<file path="src/rtl/traffic_pkg.sv">
// ---------------------------------------------------------------------------
// traffic_pkg
// Shared definitions for the intersection controller slice.
//   state_t       : farm-road request FSM encoding (IDLE/REQ/SERVE/DRAIN)
//   DEF_DEB_CYC   : default debounce length for the vehicle loop
//   DEF_HOLD_CYC  : default request hold after the vehicle leaves
//   cnt_width()   : width that holds the larger of two counter bounds
// ---------------------------------------------------------------------------
package traffic_pkg;

    typedef enum logic [1:0] {
        IDLE  = 2'd0,
        REQ   = 2'd1,
        SERVE = 2'd2,
        DRAIN = 2'd3
    } state_t;

    localparam int DEF_DEB_CYC  = 4;
    localparam int DEF_HOLD_CYC = 3;

    // Both counters share one width so they can be compared and loaded
    // without casts between differently sized vectors.
    function automatic int cnt_width(input int a, input int b);
        return $clog2(((a > b) ? a : b) + 1);
    endfunction

endpackage

</file>
<file path="src/rtl/sensor_debounce.sv">
// ---------------------------------------------------------------------------
// sensor_debounce
// Two-flop synchronizer followed by a stable-sample debounce counter.
// The debounced level only changes after DEB_CYC consecutive synced samples
// that disagree with it; any agreement in between restarts the count.
//   clk  : rising-edge clock
//   rst  : asynchronous active-high reset
//   raw  : asynchronous, possibly bouncing input level
//   db   : debounced level
// ---------------------------------------------------------------------------
module sensor_debounce
    import traffic_pkg::*;
#(
    parameter int DEB_CYC = DEF_DEB_CYC,
    parameter int CNT_W   = cnt_width(DEF_DEB_CYC, DEF_HOLD_CYC)
) (
    input  logic clk,
    input  logic rst,
    input  logic raw,
    output logic db
);

    logic             meta;
    logic             sync;
    logic [CNT_W-1:0] deb_cnt;

    // Two-stage synchronizer: the first flop may go metastable, the second
    // presents a clean level to the debounce counter.
    always_ff @(posedge clk or posedge rst) begin
        if (rst) begin
            meta <= 1'b0;
            sync <= 1'b0;
        end else begin
            meta <= raw;
            sync <= meta;
        end
    end

    // Count consecutive disagreements between the synced sample and the
    // debounced level. The count never passes DEB_CYC-1: reaching it commits
    // the new level and the count returns to zero.
    always_ff @(posedge clk or posedge rst) begin
        if (rst) begin
            db      <= 1'b0;
            deb_cnt <= '0;
        end else if (sync == db) begin
            deb_cnt <= '0;
        end else if (deb_cnt == CNT_W'(DEB_CYC - 1)) begin
            db      <= sync;
            deb_cnt <= '0;
        end else begin
            deb_cnt <= deb_cnt + CNT_W'(1);
        end
    end

endmodule

</file>
<file path="src/rtl/farm_sensor_cond.sv">
// ---------------------------------------------------------------------------
// farm_sensor_cond
// Conditions the farm-road vehicle loop and pedestrian button into the
// single registered request c for the traffic light controller. The
// controller's farm green is fed back as fg so a request is held until it
// has actually been served.
//   clk      : rising-edge clock
//   rst      : asynchronous active-high reset
//   car_raw  : loop detector level (asynchronous, may bounce)
//   ped_btn  : pedestrian button level (asynchronous)
//   fg       : farm-road green from the controller
//   c        : farm-road request, decoded from the state register
//   car_db   : debounced vehicle presence
//   ped_pend : pedestrian request latched and not yet served
// ---------------------------------------------------------------------------
module farm_sensor_cond
    import traffic_pkg::*;
#(
    parameter int DEB_CYC  = DEF_DEB_CYC,
    parameter int HOLD_CYC = DEF_HOLD_CYC
) (
    input  logic clk,
    input  logic rst,
    input  logic car_raw,
    input  logic ped_btn,
    input  logic fg,
    output logic c,
    output logic car_db,
    output logic ped_pend
);

    localparam int CNT_W = cnt_width(DEB_CYC, HOLD_CYC);

    state_t           state;
    state_t           next_state;
    logic [CNT_W-1:0] hold_cnt;
    logic             ped_meta;
    logic             ped_s;
    logic             ped_d;
    logic             ped_rise;
    logic             enter_serve;

    sensor_debounce #(
        .DEB_CYC (DEB_CYC),
        .CNT_W   (CNT_W)
    ) u_car_debounce (
        .clk (clk),
        .rst (rst),
        .raw (car_raw),
        .db  (car_db)
    );

    // The button is a clean press, so it only needs synchronizing. A third
    // flop keeps the previous synced level for edge detection, which is what
    // makes a held button count as a single request.
    always_ff @(posedge clk or posedge rst) begin
        if (rst) begin
            ped_meta <= 1'b0;
            ped_s    <= 1'b0;
            ped_d    <= 1'b0;
        end else begin
            ped_meta <= ped_btn;
            ped_s    <= ped_meta;
            ped_d    <= ped_s;
        end
    end

    assign ped_rise    = ped_s & ~ped_d;
    assign enter_serve = (next_state == SERVE) && (state != SERVE);

    // Clear takes priority over set: a press landing on the same edge that
    // green is granted is already being served, so it must not re-request.
    always_ff @(posedge clk or posedge rst) begin
        if (rst) begin
            ped_pend <= 1'b0;
        end else if (enter_serve) begin
            ped_pend <= 1'b0;
        end else if (ped_rise) begin
            ped_pend <= 1'b1;
        end
    end

    // State register. Because c is decoded straight from this register, the
    // asynchronous reset drops the request immediately, even mid-green.
    always_ff @(posedge clk or posedge rst) begin
        if (rst) begin
            state <= IDLE;
        end else begin
            state <= next_state;
        end
    end

    // Next-state logic. Losing fg always returns to IDLE; if demand is still
    // present IDLE simply re-requests on the following cycle.
    always_comb begin
        next_state = state;
        case (state)
            IDLE: begin
                if (car_db || ped_pend) next_state = REQ;
            end
            REQ: begin
                if (fg)                        next_state = SERVE;
                else if (!car_db && !ped_pend) next_state = IDLE;
            end
            SERVE: begin
                if (!fg)          next_state = IDLE;
                else if (!car_db) next_state = DRAIN;
            end
            DRAIN: begin
                if (!fg)                next_state = IDLE;
                else if (car_db)        next_state = SERVE;
                else if (hold_cnt == '0) next_state = IDLE;
            end
            default: next_state = IDLE;
        endcase
    end

    // Drain hold counter: loaded on the SERVE to DRAIN edge and counted down
    // only while DRAIN persists, so it stops at zero and never wraps.
    always_ff @(posedge clk or posedge rst) begin
        if (rst) begin
            hold_cnt <= '0;
        end else if (state == SERVE && next_state == DRAIN) begin
            hold_cnt <= CNT_W'(HOLD_CYC - 1);
        end else if (state == DRAIN && next_state == DRAIN) begin
            hold_cnt <= hold_cnt - CNT_W'(1);
        end
    end

    // Moore output: any state other than IDLE is an outstanding request.
    always_comb begin
        c = 1'b0;
        if (state != IDLE) c = 1'b1;
    end

endmodule
</file>
<file path="config.mk">
export PLATFORM = sky130hd
export DESIGN_NAME = farm_sensor_cond
export DESIGN_NICKNAME = d
export VERILOG_FILES = /design/src/rtl/traffic_pkg.sv /design/src/rtl/sensor_debounce.sv /design/src/rtl/farm_sensor_cond.sv
export SDC_FILE = /design/constraint.sdc
export NUM_CORES = 1
export LEC_CHECK = 0
export CORE_AREA = 2 2 39 41
export CTS_CLUSTER_DIAMETER = 200
export DETAILED_ROUTE_END_ITERATION = 10
export DIE_AREA = 0 0 41 43
export PLACE_DENSITY = 0.68
export SYNTH_ARGS = -nofsm -noshare
export SYNTH_HDL_FRONTEND = slang
export SYNTH_SLANG_ARGS = --single-unit
</file>
<file path="constraint.sdc">
create_clock -name clk -period 2.5 [get_ports clk]
set_clock_uncertainty 0.1 [all_clocks]
set_input_delay 0.5 -clock clk [delete_from_list [all_inputs] [get_ports clk]]
set_output_delay 0.5 -clock clk [all_outputs]
set_load 0.05 [all_outputs]
</file>
==> metrics <==
status completed; Nets between 60 and 70; post-route antenna net violation count 0; Mean Syn Cell Area 12.80 sq um; placed cell areas 691.9 sq um; Reg clk slew, reported paths approximately 0.080 ns; initial detailed-routing violation count 2; DRC 0; commonest non-fill, non-tap cells in the layout dfrtp_1, clkdlybuf4s50_1, inv_1, nand2_1; vias in the first global route 383; average vias per placed instance about 5.3; final instance area 719.4 sq um; hold_ws 0.2551 ns; WL/cell 12.51 um; Distinct cells, synth 21; slowest stage delay, CP 0.70 ns; pre-CTS WS 0.4767 ns; Worst-Skew Late Latency 0.28 ns; FF+latch count, synth 15; Vias slightly below 400; pwr dens 1131 mW/mm^2; GRT Residual Overflow 0; PortBufs 7; worst-margin pin slew 0.5481 ns; Internal Power 0.5016 mW; met2 WL 481 um; CP max FO 7; share of layout cells above drive strength 1 13.79%; CP arrival around 1.7 ns; CTS root buf clkbuf_4; Max-Cap Viols 0; Placed Cells incl. Taps 70; DR pass1 iterations 3; clock power share about 16%; P_sw 0.3118 mW; # resized after CTS 0; total global-route track usage between 10% and 20%; Seq/Total Area, Yosys 62.37%; die width roughly 41 um; max-slew violations 0; Leakage 0.3327 nW; Final Hold Violating Endpoints 0; Cell Count, Final, Fillers Out 74; Synth Cell Area 601.8 sq um; CTS Hold Bufs 0; first-pass GRT wire length between 1000 and 1500 um; TritonCTS Buffers 3; DP Wirelength 740.6 um; GPL Wtd Cong 0.7137; DR WL met3 33 um; # IOs 8; CP max-delay cell clkdlybuf4s50_1; die height 43 um; Critical Path Start Type flip-flop; final setup TNS 0 ns; Worst slew margin 63.42%; wire length on met1 394 um; largest net degree at the start of global routing 16; Cell Chain, Critical Path or2_2, clkdlybuf4s50_1; WS Path Type flip-flop to output port; hold path cells 0; min Tclk post-route approximately 2.3 ns; FMAX 429.2 MHz; Setup Viol. Count Final 0; CP required 1.90 ns; filler instances around 130; H-tree Lvls 1; maximum clock insertion buffer count 2; highest routed layer met4; Peak VDD IR roughly 600 uV; ant diodes 0; Post-Syn Nets 55; period utilisation layout ~93%; worst min path class flip-flop to flip-flop; core region area 0.001384 sq mm; post-synthesis cell count 47; CTS Sinks 15; Post-CTS Setup Inserts 0; full die area between 0.0015 and 0.002 sq mm; CTS tree yes; initial antenna violation count 0; final worst slack 0.1702 ns; Worst setup EP type output port; combinational share of power 38.8%; reg2reg path depth 4; most common cell after layout, fill and taps aside dfrtp_1; FP Rows 14; starting density of the core 43.49%; RSZ-0062 raised after global routing no; Synth Warn # 0; Detailed Route WL 926 um; Net Sw Frac 38.33%; Area Growth Syn to Fin 19.54%; register share of total power between 40% and 50%
## power by group through the flow
| stage | sequential [mW] | clock, mW | combinational (mW) |
|---|---|---|---|
| 5_1_grt | 0.377 | 0.151 | 0.342 |
| 3_3_place_gp | 0.366 | 0 | 0.315 |
| 6_report | 0.365 | 0.133 | 0.315 |
| 2_1_floorplan | 0.415 | 0 | 0.177 |
| 3_5_place_dp | 0.373 | 0 | 0.321 |
| 4_1_cts | 0.368 | 0.140 | 0.321 |
## state kept, by name (all words and copies together), names as in the netlist
register	flops
hold_cnt	3
ped_d	1
ped_meta	1
ped_pend	1
ped_s	1
state	2
u_car_debounce.db	1
u_car_debounce.deb_cnt	3
u_car_debounce.meta	1
u_car_debounce.sync	1
## metrics by stage
step	utilization [%]	total power [mW]
2_1_floorplan	-	0.5915
3_3_place_gp	50.00	0.6812
3_5_place_dp	50.00	0.6936
4_1_cts	51.99	0.8285
5_1_grt	51.99	0.8704
6_report	51.99	0.8133
## critical path, delay by kind of cell, from the launching register on
family / cells / cell delay, ns
buffers and inverters: 1 / 0.70
DFF: 1 / 0.44
and+or+nand+nor: 1 / 0.31
## cell type report
| class | instances | area (sq um) | share of cell area, % |
|---|---|---|---|
| clock inverters | 1 | 5.005 | 0.6957 |
| repair buffers | 7 | 70.07 | 9.739 |
| multi-input cells | 28 | 211.5 | 29.39 |
| flip-flops and latches | 15 | 375.4 | 52.17 |
| inverters | 4 | 15.01 | 2.087 |
| well taps | 16 | 20.02 | 2.783 |
| clock buffers | 3 | 22.52 | 3.130 |
## worst paths after layout
| path | start | endpoint | slack (ns) |
|---|---|---|---|
| setup / recovery | state[0]$_DFF_PP0_ | c | 0.17 |
| hold / removal | u_car_debounce.meta$_DFF_PP0_ | u_car_debounce.sync$_DFF_PP0_ | 0.26 |
| setup reg to reg | hold_cnt[0]$_DFFE_PP0P_ | state[1]$_DFF_PP0_ | 1.07 |
| hold reg to reg | u_car_debounce.meta$_DFF_PP0_ | u_car_debounce.sync$_DFF_PP0_ | 0.26 |
| max in group asynchronous | rst | hold_cnt[0]$_DFFE_PP0P_ | 1.48 |
| min in group asynchronous | rst | u_car_debounce.meta$_DFF_PP0_ | 0.46 |
## cell families after synthesis
| family | Yosys count | synth area share, % |
|---|---|---|
| mux | 3 | 5.198 |
| simple gates | 14 | 14.14 |
| fa+ha+maj | 3 | 6.238 |
| buf+inv | 4 | 2.494 |
| xor+xnor | 1 | 1.456 |
| compound gates | 7 | 8.107 |
| flops | 15 | 62.37 |
## Yosys cell counts
master	count	area, sq um
nor3b_1	2	15.01
o311a_2	1	11.26
nand2_1	4	15.01
ha_1	3	37.54
o22a_1	1	8.760
o21ai_1	1	5.000
and3b_2	1	10.01
nor2_1	1	3.750
or2_2	1	6.260
nor3_1	1	5.000
a21oi_1	1	5.000
inv_1	4	15.01
nor2b_1	2	12.51
a41oi_1	1	8.760
nand3b_1	1	7.510
o21ai_0	2	10.01
mux2i_1	2	20.02
dfrtp_1	15	375.4
nor4bb_1	1	10.01
xnor2_1	1	8.760
mux2_2	1	11.26
## metal layers
layer	vias up	GRT usage, %
met1	193	13.94
met2	8	20.94
met5	-	0
li1	186	-
met4	0	8.000
met3	2	6.283
Power figures use the tool's default switching activity.
